$ cat config.mk
export PLATFORM = sky130hd
export DESIGN_NAME = uart_rx
export DESIGN_NICKNAME = d
export VERILOG_FILES = /design/src/rtl/uart_rx.sv
export SDC_FILE = /design/constraint.sdc
export NUM_CORES = 1
export LEC_CHECK = 0
export ABC_CLOCK_PERIOD_IN_PS = 5400
export BUFFER_PORTS_ARGS = -buffer_cell sky130_fd_sc_hd__buf_4
export CORE_MARGIN = 5
export CORE_UTILIZATION = 45
export DETAILED_ROUTE_END_ITERATION = 10
export SETUP_SLACK_MARGIN = 0.02
export SKIP_LAST_GASP = 1
export SLEW_MARGIN = 20
export SYNTH_ARGS = -nofsm -noshare
export SYNTH_HDL_FRONTEND = slang
export SYNTH_SLANG_ARGS = --single-unit
$ cat constraint.sdc
create_clock -name clk -period 5.4 [get_ports clk]
set_input_delay 1.08 -clock clk [delete_from_list [all_inputs] [get_ports clk]]
set_output_delay 1.08 -clock clk [all_outputs]
set_load 0.02 [all_outputs]
$ cat src/rtl/uart_rx.sv
// 8N1 UART receiver with mid-bit sampling and a single-entry valid/ready holding buffer.
// Drops completed bytes with an overrun pulse when the buffer is still full.
module uart_rx #(
   parameter int unsigned CLOCK_HZ  = 10,
   parameter int unsigned BAUD_RATE = 1
) (
   input  logic       clk,
   input  logic       reset,
   input  logic       rx,
   output logic [7:0] data,
   output logic       valid,
   input  logic       ready,
   output logic       frame_error,
   output logic       overrun
);

   localparam logic [31:0] CPB       = 32'(CLOCK_HZ / BAUD_RATE);
   localparam logic [31:0] HALF_LAST = (CPB / 32'd2) - 32'd1;
   localparam logic [31:0] FULL_LAST = CPB - 32'd1;

   typedef enum logic [1:0] {
      IDLE,
      START,
      DATA,
      STOP
   } state_e;

   state_e      state_q;
   logic [1:0]  sync_q;
   logic [31:0] cnt_q;
   logic [2:0]  bit_idx_q;
   logic [7:0]  shift_q;
   logic [7:0]  shift_d;
   logic [7:0]  data_q;
   logic        valid_q;
   logic        frame_error_q;
   logic        overrun_q;
   logic        rx_s;

   assign rx_s = sync_q[1];

   always_comb begin
      shift_d            = shift_q;
      shift_d[bit_idx_q] = rx_s;
   end

   always_ff @(posedge clk) begin
      if (reset) begin
         state_q       <= IDLE;
         sync_q        <= 2'b11;
         cnt_q         <= '0;
         bit_idx_q     <= '0;
         shift_q       <= '0;
         data_q        <= 8'h00;
         valid_q       <= 1'b0;
         frame_error_q <= 1'b0;
         overrun_q     <= 1'b0;
      end else begin
         sync_q        <= {sync_q[0], rx};
         frame_error_q <= 1'b0;
         overrun_q     <= 1'b0;
         cnt_q         <= cnt_q + 32'd1;
         // NOTE: these are defaults; a later non-blocking assignment to the same
         // register in this block wins, so the FSM below overrides them freely.
         if (valid_q && ready) begin
            valid_q <= 1'b0;
         end

         case (state_q)
            IDLE: begin
               if (!rx_s) begin
                  state_q <= START;
                  cnt_q   <= '0;
               end
            end
            START: begin
               if (cnt_q == HALF_LAST) begin
                  cnt_q     <= '0;
                  bit_idx_q <= '0;
                  state_q   <= rx_s ? IDLE : DATA;
               end
            end
            DATA: begin
               if (cnt_q == FULL_LAST) begin
                  cnt_q   <= '0;
                  shift_q <= shift_d;
                  if (bit_idx_q == 3'd7) begin
                     state_q <= STOP;
                  end else begin
                     bit_idx_q <= bit_idx_q + 3'd1;
                  end
               end
            end
            STOP: begin
               if (cnt_q == FULL_LAST) begin
                  cnt_q   <= '0;
                  state_q <= IDLE;
                  if (!rx_s) begin
                     frame_error_q <= 1'b1;
                  end else if (!valid_q || ready) begin
                     // A consume in this same cycle frees the buffer for the new byte.
                     data_q  <= shift_q;
                     valid_q <= 1'b1;
                  end else begin
                     overrun_q <= 1'b1;
                  end
               end
            end
            default: state_q <= IDLE;
         endcase
      end
   end

   assign data        = data_q;
   assign valid       = valid_q;
   assign frame_error = frame_error_q;
   assign overrun     = overrun_q;

endmodule
## Yosys cells after proc, flatten, opt, wreduce, memory -nomap -nowiden

Index checks and enable logic that the tools add are counted.
W data, S select, Z words.

- Add/sub/neg operators: 2
- Order comparisons: 2
- Equal/unequal tests: 12
- Mux-type cells: 25
- Bitwise logic cells: 3
- Reductions and logical operators: 13

Operators with widths:

| operator | count |
|---|---|
| $mux W32 | 3 |
| $pmux W32 S3 | 1 |
| $add A32 B1 Y32 const B | 1 |
| $eq A32 B3 Y1 const B | 1 |
| $eq A32 B4 Y1 const B | 1 |
| $mux W2 | 6 |
| $ne A2 B2 Y1 const B | 6 |
| $mux W3 | 3 |
| $bwmux W8 | 1 |
| $mux W1 | 8 |
| $pmux W2 S4 | 1 |
| $reduce_and A4 Y1 | 2 |
| $pmux W3 S2 | 1 |
| $reduce_and A5 Y1 | 1 |
| $eq A2 B2 Y1 const B | 2 |
| $lt A3 B4 Y1 const B | 1 |
| $reduce_or A4 Y1 | 1 |
| $add A3 B1 Y3 const B | 1 |
| $demux W1 S3 | 1 |
| $eq A3 B3 Y1 const B | 1 |
| $ge A3 B1 Y1 const B | 1 |
| $not A1 Y1 | 3 |
| $reduce_or A3 Y1 | 1 |
| $eq A2 B1 Y1 const B | 1 |
| 7 further kinds | 8 |

- Bits in registers: 58
- Bits of input ports: 4
- Output and inout bits: 11
- Logic and storage cells: 66

## Longest topological paths before layout

Gate-level depths: netlist of run 1.

- Depth after elaboration: 6
- Depth in mapped cells: 8

## Worst setup path after synthesis of run 1

Ideal clock, no wire load.

- Kind: input -> register
- From: in ready
- To: reg data_q[0] (netlist: data[0])
- Library setup time: 0.128 ns
- Arrival: 2.051 ns
- Data required time: 5.272 ns
- Slack: 3.221 ns
- Cell stages on the path: 5
- Path buffers: 0
- Cells stage by stage: nand2b_1 -> nand3_1 -> nor4_4 -> mux2i_1 -> nor2_1

- Word-level cells in the longest chain between the ends: 2

Ends and longest elaborated chain:

| item | RTL line | source |
|---|---|---|
| from (decl) | 12 | `input logic ready,` |
| $logic_or A1 B1 Y1 | 100 | `end else if (!valid_q \|\| ready) begin` |
| $reduce_and A4 Y1 (no line) | - |  |
| to (signal assigned) | 102 | `data_q <= shift_q;` |
| to (decl) | 34 | `logic [7:0] data_q;` |

No other way between the ends.
A chain may end at the register's enable or synchronous reset.

## Worst setup path after layout of run 1

- From: reg cnt_q[14]
- To: reg data_q[1] (netlist: data[1])

- Word-level cells in the longest chain between the ends: 2

Ends and longest elaborated chain:

| item | RTL line | source |
|---|---|---|
| from (decl) | 30 | `logic [31:0] cnt_q;` |
| from (signal assigned) | 62 | `cnt_q <= cnt_q + 32'd1;` |
| $eq A32 B4 Y1 | 95 | `if (cnt_q == FULL_LAST) begin` |
| $reduce_and A4 Y1 (no line) | - |  |

No other way between the ends.

==> flow_metrics.py, run 1 <==
metrics = {
    "run_status": {
        "outcome": "complete, no violations",
    },
    "clocking": {
        "post_cts_buffers": 0,
        "clock-sinks": 58,
        "cts_made_buffers": 9,
        "cts_tree": "built",
        "cts-root-buf": "clkbuf_8",
        "cts_max_level": 3,
        "cts_hold_buf": 0,
        "clockBufferDepth": 2,
        "path_clk_slew_ps": 70,
        "worstSkewPairLatency_ps": 330,
        "cts-resized-gates": 0,
    },
    "global_routing": {
        "globalRouteOverflowTotal": 0,
        "antenna_found_initial": 0,
        "grt_start_max_net_pins": 33,
        "grt_pass1_vias": 1951,
        "grtUsageTotal_pct": 14.6,
        "grt_first_pass_wirelength_um": 8720,
    },
    "flow_run": {
        "max_cap_viol_count": 0,
    },
    "synth": {
        "syn_nets": 303,
        "yosys_warnings": 0,
        "synth_edf_count": 0,
        "avgSynthCellArea_sq_um": 9.00,
        "ys_seq_area_share_pct": 43.9,
        "async_reset_ff_share_pct": 0,
        "synthCells": 294,
        "synth-seq-cells": 58,
        "ys_types": 37,
        "synth_area_sq_um": 2650,
        "synthFlopType": "dfxtp_1",
    },
    "layout": {
        "syn_to_final_growth_pct": 16.3,
        "finish.net_count": 313,
        "fill_cells": 585,
        "mostFrequentLayoutCell": "dfxtp_1",
        "final_cell_count_no_fill": 384,
        "antenna_cells": 0,
        "layout-drive-gt1-share_pct": 13.6,
        "final_core_util_pct": 52.9,
        "mostFrequentLayoutCells": "58 x dfxtp_1, 53 x nor2_1, 20 x nand2_1, 18 x nand4_1, 17 x mux2i_1",
    },
    "sta": {
        "worst_pin_slew_ps": 697,
        "period_minus_slack_ps": 2270,
        "setup_violations": 0,
        "clock.fmax_mhz": 441,
        "finalHoldViolCount": 0,
        "rsz0062_at_grt": "no",
        "fin_crit_sh_pct": 42.0,
        "max-slew-margin-rel_pct": 53.2,
        "hold-worst-slack_ps": 417,
        "clock_skew_ps": 5.58,
        "fin_tns_setup_ps": 0,
        "slew_violations": 0,
    },
    "setup_path": {
        "worstPathCellList": "nor4_1, nand4_1, nor4_4, mux2i_1, nor2_1",
        "slowest_delay_ps": 750,
        "crit_slowest_cell": "nor4_4",
        "path_delay_family": "simple AND/OR/NAND/NOR gates",
        "reg2reg_slack_ps": 3130,
        "crit_buf_inv": 0,
        "critical_path_arrival_ps": 2490,
        "r2r-start": "cnt_q[14]",
        "cp.required_ps": 5630,
        "r2r-end": "data[1]",
        "r2r_cells": 5,
        "endpoint_kind": "flop",
        "cp_max_fo": 8,
        "startpoint_type": "flop",
        "critical_path_class": "flop to flop",
    },
    "hold_path": {
        "holdPathEnd": "sync_q[1]",
        "hold_class": "flop to flop",
        "min_from": "sync_q[0]",
        "whs_path_depth": 1,
    },
    "detailed_routing": {
        "via_per_inst": 5.29,
        "num_vias": 2031,
        "ant_nets": 0,
        "dr.first_iter.drc_count": 45,
        "routed_wl_um": 4870,
        "dr.pass1.iters": 4,
        "wl_per_cell_um": 12.7,
        "drc": 0,
    },
    "placement": {
        "gp_congestion": 0.827,
        "numPortBuffers": 14,
        "dp_hpwl_um": 3280,
        "dpl.cell_count": 368,
    },
    "floorplanning": {
        "rows": 28,
        "io_pins": 15,
        "chipHeight_um": 86.7,
        "die_x_um": 86.7,
        "initial_core_util_pct": 45.5,
        "core-area_sq_um": 5820,
        "die_area_sq_um": 7510,
    },
    "power": {
        "peakVddDrop_v": 0.000267,
        "power-per-cell-area_nw_per_um2": 321,
        "power_uw": 986,
        "leakage_nw": 1.12,
    },
}
-- cell usage after synthesis, drive strengths merged (7+ instances only) --
library cell	n	area, sq um
xor2	14	123
clkbuf	14	52.6
nor2	53	199
mux2i	17	170
nand4	18	113
inv	7	26.3
nand4b	8	70.1
dfxtp	58	1160
nor4	12	103
xnor2	16	140
nand3	12	60.1
nand2	20	75.1
-- power breakdown --
part / switching, mW / internal [mW]
combinational: 0.0140 / 0.00842
clock: 0.175 / 0.353
sequential: 0.00517 / 0.431
total: 0.194 / 0.792
-- worst reg2reg max path, cell delays in order (launching register included) --
cell and delay [ps]:
dfxtp_1 360, nor4_1 370, nand4_1 360, nor4_4 750, mux2i_1 270, nor2_1 50
-- per-layer routing --
layer | GRT usage (%) | up-vias | share of wire (%)
li1 | - | 1046 | -
met1 | 16.9 | 954 | 47
met2 | 24.1 | 25 | 47
met3 | 5.70 | 6 | 4.0
met4 | 5.95 | 0 | 1.4
met5 | 0 | - | 0
-- worst max path at each step --
| stage | from | end | depth (start not counted) |
|---|---|---|---|
| floorplan | ready | data[0] | 5 |
| global placement | ready | data[3] | 6 |
| detailed placement | ready | data[1] | 6 |
| CTS | cnt_q[14] | data[1] | 5 |
| global route | cnt_q[14] | data[1] | 5 |
| finish | cnt_q[14] | data[1] | 5 |
-- through the flow --
stage | setup slack, ps | area (sq um)
6_report | 3130 | 3080
3_5_place_dp | 2950 | 2810
4_1_cts | 3090 | 3080
5_1_grt | 2840 | 3080
2_1_floorplan | 3220 | 2650
3_3_place_gp | 2970 | 2810
-- registers in the layout, indices dropped and copies added (netlist names), named ones only --
register     flops
cnt_q           32
data             8
shift_q          8
bit_idx_q        3
sync_q           2
frame_error      1
overrun          1
state_q          1
valid            1
-- final cells by class --
type | instances | area, sq um | share of cell area [%]
Timing Repair Buffer | 16 | 120 | 3.91
Multi-Input combinational cell | 212 | 1410 | 45.8
Clock buffer | 9 | 124 | 4.03
Sequential cell | 58 | 1160 | 37.8
Clock inverter | 7 | 141 | 4.60
Inverter | 7 | 26.3 | 0.854
Tap cell | 75 | 93.8 | 3.05
-- cell families after synthesis --
kind of cell | share of synthesized area [%]
AOI/OAI and AO/OA | 2.84
xor gates and xnor gates | 9.93
adders and majority gates | 2.37
buffers and inverters | 3.50
DFF | 43.9
muxes | 6.43
and+or+nand+nor | 31.0
No activity file was read; power rests on OpenSTA's default activity.
==> run 2, diff against run 1 <==
--- a/config.mk
+++ b/config.mk
@@ -5,7 +5,7 @@
 export SDC_FILE = /design/constraint.sdc
 export NUM_CORES = 1
 export LEC_CHECK = 0
-export ABC_CLOCK_PERIOD_IN_PS = 5400
+export ABC_CLOCK_PERIOD_IN_PS = 2200
 export BUFFER_PORTS_ARGS = -buffer_cell sky130_fd_sc_hd__buf_4
 export CORE_MARGIN = 5
 export CORE_UTILIZATION = 45
==> constraint.sdc (replaced) <==
create_clock -name clk -period 2.2 [get_ports clk]
set_input_delay 0.44 -clock clk [delete_from_list [all_inputs] [get_ports clk]]
set_output_delay 0.44 -clock clk [all_outputs]
set_load 0.02 [all_outputs]
==> run 2 against run 1 <==
Sequential share of layout area decreased by 0.38 points. Design area increased by 1.0%. Register-to-register slack got worse by 2900 ps. Setup slack got worse by 2900 ps. Critical path depth increased by 1. Non-clock buffer count increased by 9. Routed wire length increased by 8.2%. Highest routed layer unchanged.
==> flow_metrics.py, run 2 (synthesis results as in run 1) <==
metrics = {
    "run_status": {
        "outcome": "complete, no violations",
    },
    "setup_path": {
        "cp.required_ps": 2430,
        "startpoint_type": "flop",
        "critical_path_class": "flop to flop",
        "endpoint_kind": "flop",
        "cp_max_fo": 8,
        "critical_path_arrival_ps": 2200,
    },
    "clocking": {
        "cts_tree": "built",
        "cts_max_level": 3,
        "clock-sinks": 58,
        "worstSkewPairLatency_ps": 340,
        "cts-root-buf": "clkbuf_8",
        "cts_made_buffers": 9,
        "clockBufferDepth": 2,
        "path_clk_slew_ps": 60,
        "cts_hold_buf": 0,
    },
    "sta": {
        "timing.final.ws_setup_ps": 224,
        "fin_tns_setup_ps": 0,
        "finalHoldViolCount": 0,
        "rsz0062_at_grt": "no",
        "clock_skew_ps": 3.38,
        "fin_crit_sh_pct": 89.8,
        "clock.fmax_mhz": 506,
        "worst_pin_slew_ps": 683,
        "period_minus_slack_ps": 1980,
        "setup_violations": 0,
        "max-slew-margin-rel_pct": 54.4,
        "slew_violations": 0,
    },
    "layout": {
        "largest_reg_flops": 32,
        "layout-drive-gt1-share_pct": 15.4,
        "finish.net_count": 322,
        "mostFrequentLayoutCell": "dfxtp_1",
        "mostFrequentLayoutCells": "58 x dfxtp_1, 53 x nor2_1, 23 x buf_4, 20 x nand2_1, 18 x nand4_1",
        "max_flop_register": "cnt_q",
        "final_cell_count_no_fill": 393,
        "final_core_util_pct": 53.4,
        "syn_to_final_growth_pct": 17.5,
        "antenna_cells": 0,
    },
    "global_routing": {
        "grt_start_max_net_pins": 20,
        "grtUsageTotal_pct": 15.9,
        "grt_first_pass_wirelength_um": 9380,
        "grt_pass1_vias": 2046,
        "globalRouteOverflowTotal": 0,
        "antenna_found_initial": 0,
    },
    "placement": {
        "dpl.cell_count": 376,
        "place_ws_ps": 144,
        "gp_congestion": 0.778,
        "dp_hpwl_um": 3610,
        "numPortBuffers": 14,
    },
    "hold_path": {
        "hold_class": "primary input to flop",
    },
    "power": {
        "power_mw": 2.13,
        "peakVddDrop_v": 0.000407,
        "leakage_nw": 1.15,
        "power-per-cell-area_nw_per_um2": 685,
    },
    "detailed_routing": {
        "dr.pass1.iters": 4,
        "via_per_inst": 5.32,
        "wl_per_cell_um": 13.4,
        "num_vias": 2092,
        "drc": 0,
        "routed_wl_um": 5270,
        "ant_nets": 0,
        "dr.first_iter.drc_count": 72,
    },
    "floorplanning": {
        "die_x_um": 86.7,
        "initial_core_util_pct": 45.5,
        "core-area_sq_um": 5820,
        "rows": 28,
        "die_area_sq_um": 7510,
        "chipHeight_um": 86.7,
        "io_pins": 15,
    },
    "flow_run": {
        "max_cap_viol_count": 0,
    },
}
[run 2: changes by cell type in the layout (fill, tap and decap cells not counted), sizes merged]
| cell | before | now |
|---|---|---|
| clkbuf | 9 | 14 |
| bufinv | 4 | 1 |
| clkinv | 2 | 1 |
| buf | 16 | 25 |
| clkinvlp | 1 | 0 |
[run 2: stage by stage]
step	area, sq um	hold WS (ps)
final	3110	284
after detailed placement	2900	395
after global routing	3110	278
after floorplan	2650	389
after CTS	3090	276
after global placement	2900	398
[run 2: report_power, final]
group	internal, mW	switching (mW)
logic	0.0312	0.0412
registers	1.06	0.00921
clock network	0.584	0.404
[run 2: cell type report]
type	count	area, sq um
flip-flops and latches	58	1160
clock buffers	14	163
clock inverters	2	35.0
repair buffers	25	213
multi-input cells	212	1420
fillers	568	2710
inverters	7	26.3
well taps	75	93.8
[run 2: metal layers]
layer	track usage [%]	vias to the layer above	share of wire [%]
li1	-	1062	-
met1	20.1	980	47
met2	24.3	36	46
met3	4.66	14	4.5
met4	8.78	0	2.6
met5	0	-	0
[run 2: final timing paths]
kind | startpoint | to | slack (ps) | cells after the start
max reg2reg | cnt_q[26] | data[3] | 220 | 6
max | cnt_q[26] | data[3] | 220 | 6
min reg2reg | sync_q[0] | sync_q[1] | 410 | 1
min | rx | sync_q[0] | 280 | 2
[run 2: what timing repair did]
item / CTS / global route
setup endpoints to repair: 0 / 40
resized for setup: 0 / 1
buffers inserted: 0 / 1
[run 2: critical path, stage by stage, from the launching register on]
cell and delay [ps]:
dfxtp_1 340, or4_4 550, nand3b_4 200, nor4_4 270, buf_4 240, mux2i_1 200, nor2_1 60
==> run 3, diff against run 2 <==
--- a/config.mk
+++ b/config.mk
@@ -5,7 +5,6 @@
 export SDC_FILE = /design/constraint.sdc
 export NUM_CORES = 1
 export LEC_CHECK = 0
-export ABC_CLOCK_PERIOD_IN_PS = 2200
 export BUFFER_PORTS_ARGS = -buffer_cell sky130_fd_sc_hd__buf_4
 export CORE_MARGIN = 5
 export CORE_UTILIZATION = 45
==> constraint.sdc (replaced) <==
create_clock -name clk -period 1.85 [get_ports clk]
set_input_delay 0.37 -clock clk [delete_from_list [all_inputs] [get_ports clk]]
set_output_delay 0.37 -clock clk [all_outputs]
set_load 0.02 [all_outputs]
==> run 3 against run 2 <==
The flow now finishes with violations (setup timing). Global-route usage increased by 0.72 points. Sequential share of layout area shrank 4.8 points. Sequential power up 18%. Combinational power up 49%. Utilization up 8.6 points. Power rose by 25%. Clock skew rose by 4.5 ps. Critical path type unchanged. Critical endpoint unchanged. Largest power group is now clock.
==> flow_metrics.py, run 3 (synthesis results as in run 1) <==
metrics = {
    "run_status": {
        "outcome": "finished with violations",
        "violations": "setup timing",
    },
    "floorplanning": {
        "die_x_um": 86.7,
        "initial_core_util_pct": 45.5,
        "core-area_sq_um": 5820,
        "chipHeight_um": 86.7,
        "die_area_sq_um": 7510,
        "rows": 28,
        "io_pins": 15,
    },
    "setup_path": {
        "crit_slowest_cell": "or4_4",
        "crit_path_start": "cnt_q[28]",
        "cp.required_ps": 2070,
        "endpoint_kind": "flop",
        "startpoint_type": "flop",
        "slowest_delay_ps": 550,
        "cp_max_fo": 8,
        "critical_path_arrival_ps": 2140,
        "worstPathCellList": "or4_4, nand3b_4, buf_12, nor4_4, buf_12, mux2i_1, nor2_1",
        "r2r-start": "cnt_q[28]",
        "crit_top_cell": "buf_12",
        "critical_path_class": "flop to flop",
    },
    "power": {
        "peakVddDrop_v": 0.000474,
        "p_comb_share_pct": 4.1,
        "p_seq_share_pct": 47.5,
        "switchingPower_uw": 564,
        "power.internal_mw": 2.10,
        "power_mw": 2.66,
        "leakage_nw": 1.42,
        "power-per-cell-area_nw_per_um2": 738,
        "power_frac_clock_pct": 48.5,
        "switching_share_pct": 21.2,
    },
    "sta": {
        "worst_pin_slew_ps": 461,
        "max-slew-margin-rel_pct": 69.2,
        "rsz0062_at_grt": "yes",
        "timing.final.ws_setup_ps": -74.1,
        "clock_skew_ps": 7.92,
        "period_minus_slack_ps": 1920,
        "fin_tns_setup_ps": -370,
        "finalHoldViolCount": 0,
        "slew_violations": 0,
        "setup_violations": 8,
        "fin_crit_sh_pct": 104,
        "clock.fmax_mhz": 520,
        "hold-worst-slack_ps": 229,
    },
    "flow_run": {
        "max_cap_viol_count": 0,
    },
    "global_routing": {
        "globalRouteOverflowTotal": 0,
        "grt_pass1_vias": 2128,
        "grt_start_max_net_pins": 19,
        "antenna_found_initial": 0,
        "grt_first_pass_wirelength_um": 9920,
        "grtUsageTotal_pct": 16.6,
    },
    "placement": {
        "gp_congestion": 0.822,
        "placed_area_sq_um": 3250,
        "numPortBuffers": 14,
        "dpl.cell_count": 417,
        "place_ws_ps": -81.4,
        "dp_hpwl_um": 4000,
    },
    "detailed_routing": {
        "routed_wl_um": 5770,
        "dr.first_iter.drc_count": 55,
        "drc": 0,
        "met2_wirelength_um": 2870,
        "wl_per_cell_um": 13.2,
        "ant_nets": 0,
        "wl_met3_um": 160,
        "dr.max_layer_used": "met4",
        "num_vias": 2244,
        "via_per_inst": 5.14,
        "dr.pass1.iters": 6,
        "wl_met1_um": 2630,
    },
    "layout": {
        "final_core_util_pct": 62.0,
        "final_cell_count_no_fill": 437,
        "max_flop_register": "cnt_q",
        "syn_to_final_growth_pct": 36.4,
        "mostFrequentLayoutCells": "61 x buf_4, 53 x nor2_1, 50 x dfxtp_1, 19 x nand2_1, 18 x nand4_1",
        "finish.net_count": 366,
        "finalInstanceArea_sq_um": 3610,
        "largest_reg_flops": 32,
        "fill_cells": 523,
        "mostFrequentLayoutCell": "buf_4",
        "layout-drive-gt1-share_pct": 31.2,
        "antenna_cells": 0,
    },
    "clocking": {
        "path_clk_slew_ps": 70,
        "worstSkewPairLatency_ps": 330,
        "clock-sinks": 58,
        "cts_tree": "built",
        "clockBufferDepth": 2,
        "cts_made_buffers": 9,
        "cts_hold_buf": 0,
        "cts_max_level": 3,
        "cts-root-buf": "clkbuf_8",
    },
    "hold_path": {
        "min_from": "rx",
        "hold_class": "primary input to flop",
    },
}
run 3: changes by cell type in the layout (fill, tap and decap cells not counted), sizes merged:
cell / delta
clkbuf: -3
clkinv: +1
clkinvlp: +1
bufinv: +1
buf: +44
run 3: worst paths after layout:
| path | to | slack [ps] | cells past startpoint |
|---|---|---|---|
| max | data[3] | -70 | 7 |
| min | sync_q[0] | 230 | 2 |
| max reg2reg | data[3] | -70 | 7 |
| min reg2reg | sync_q[1] | 410 | 1 |
run 3: power by group through the flow:
stage	clock [mW]	sequential, mW	combinational [mW]
detailed placement	0	1.29	0.108
global placement	0	1.29	0.106
floorplan	0	1.29	0.0572
CTS	1.31	1.26	0.109
global route	1.38	1.26	0.120
finish	1.29	1.26	0.108
run 3: layout make-up:
| cell class | count | area [sq um] | area share [%] |
|---|---|---|---|
| Clock buffer | 11 | 141 | 3.92 |
| Sequential cell | 58 | 1170 | 32.5 |
| Timing Repair Buffer | 69 | 592 | 16.4 |
| Tap cell | 75 | 93.8 | 2.60 |
| Inverter | 7 | 26.3 | 0.728 |
| Multi-Input combinational cell | 212 | 1500 | 41.7 |
| Clock inverter | 5 | 77.6 | 2.15 |
run 3: per-layer routing:
layer,track usage [%],vias up
met5,0,-
met4,8.50,0
met1,20.1,1053
met3,3.61,11
li1,-,1152
met2,27.7,28
run 3: worst max-delay path: cells and delay by family (launching register included):
family | cells | cell delay (ps)
simple gates | 4 | 970
flops | 1 | 320
buf+inv | 2 | 300
mux | 1 | 210
run 3: repair_timing:
item,in CTS,in global routing
setup buffers,1,2
resized for setup,2,25
gates cloned,0,1
setup endpoints to repair,41,56
pin swaps,2,7
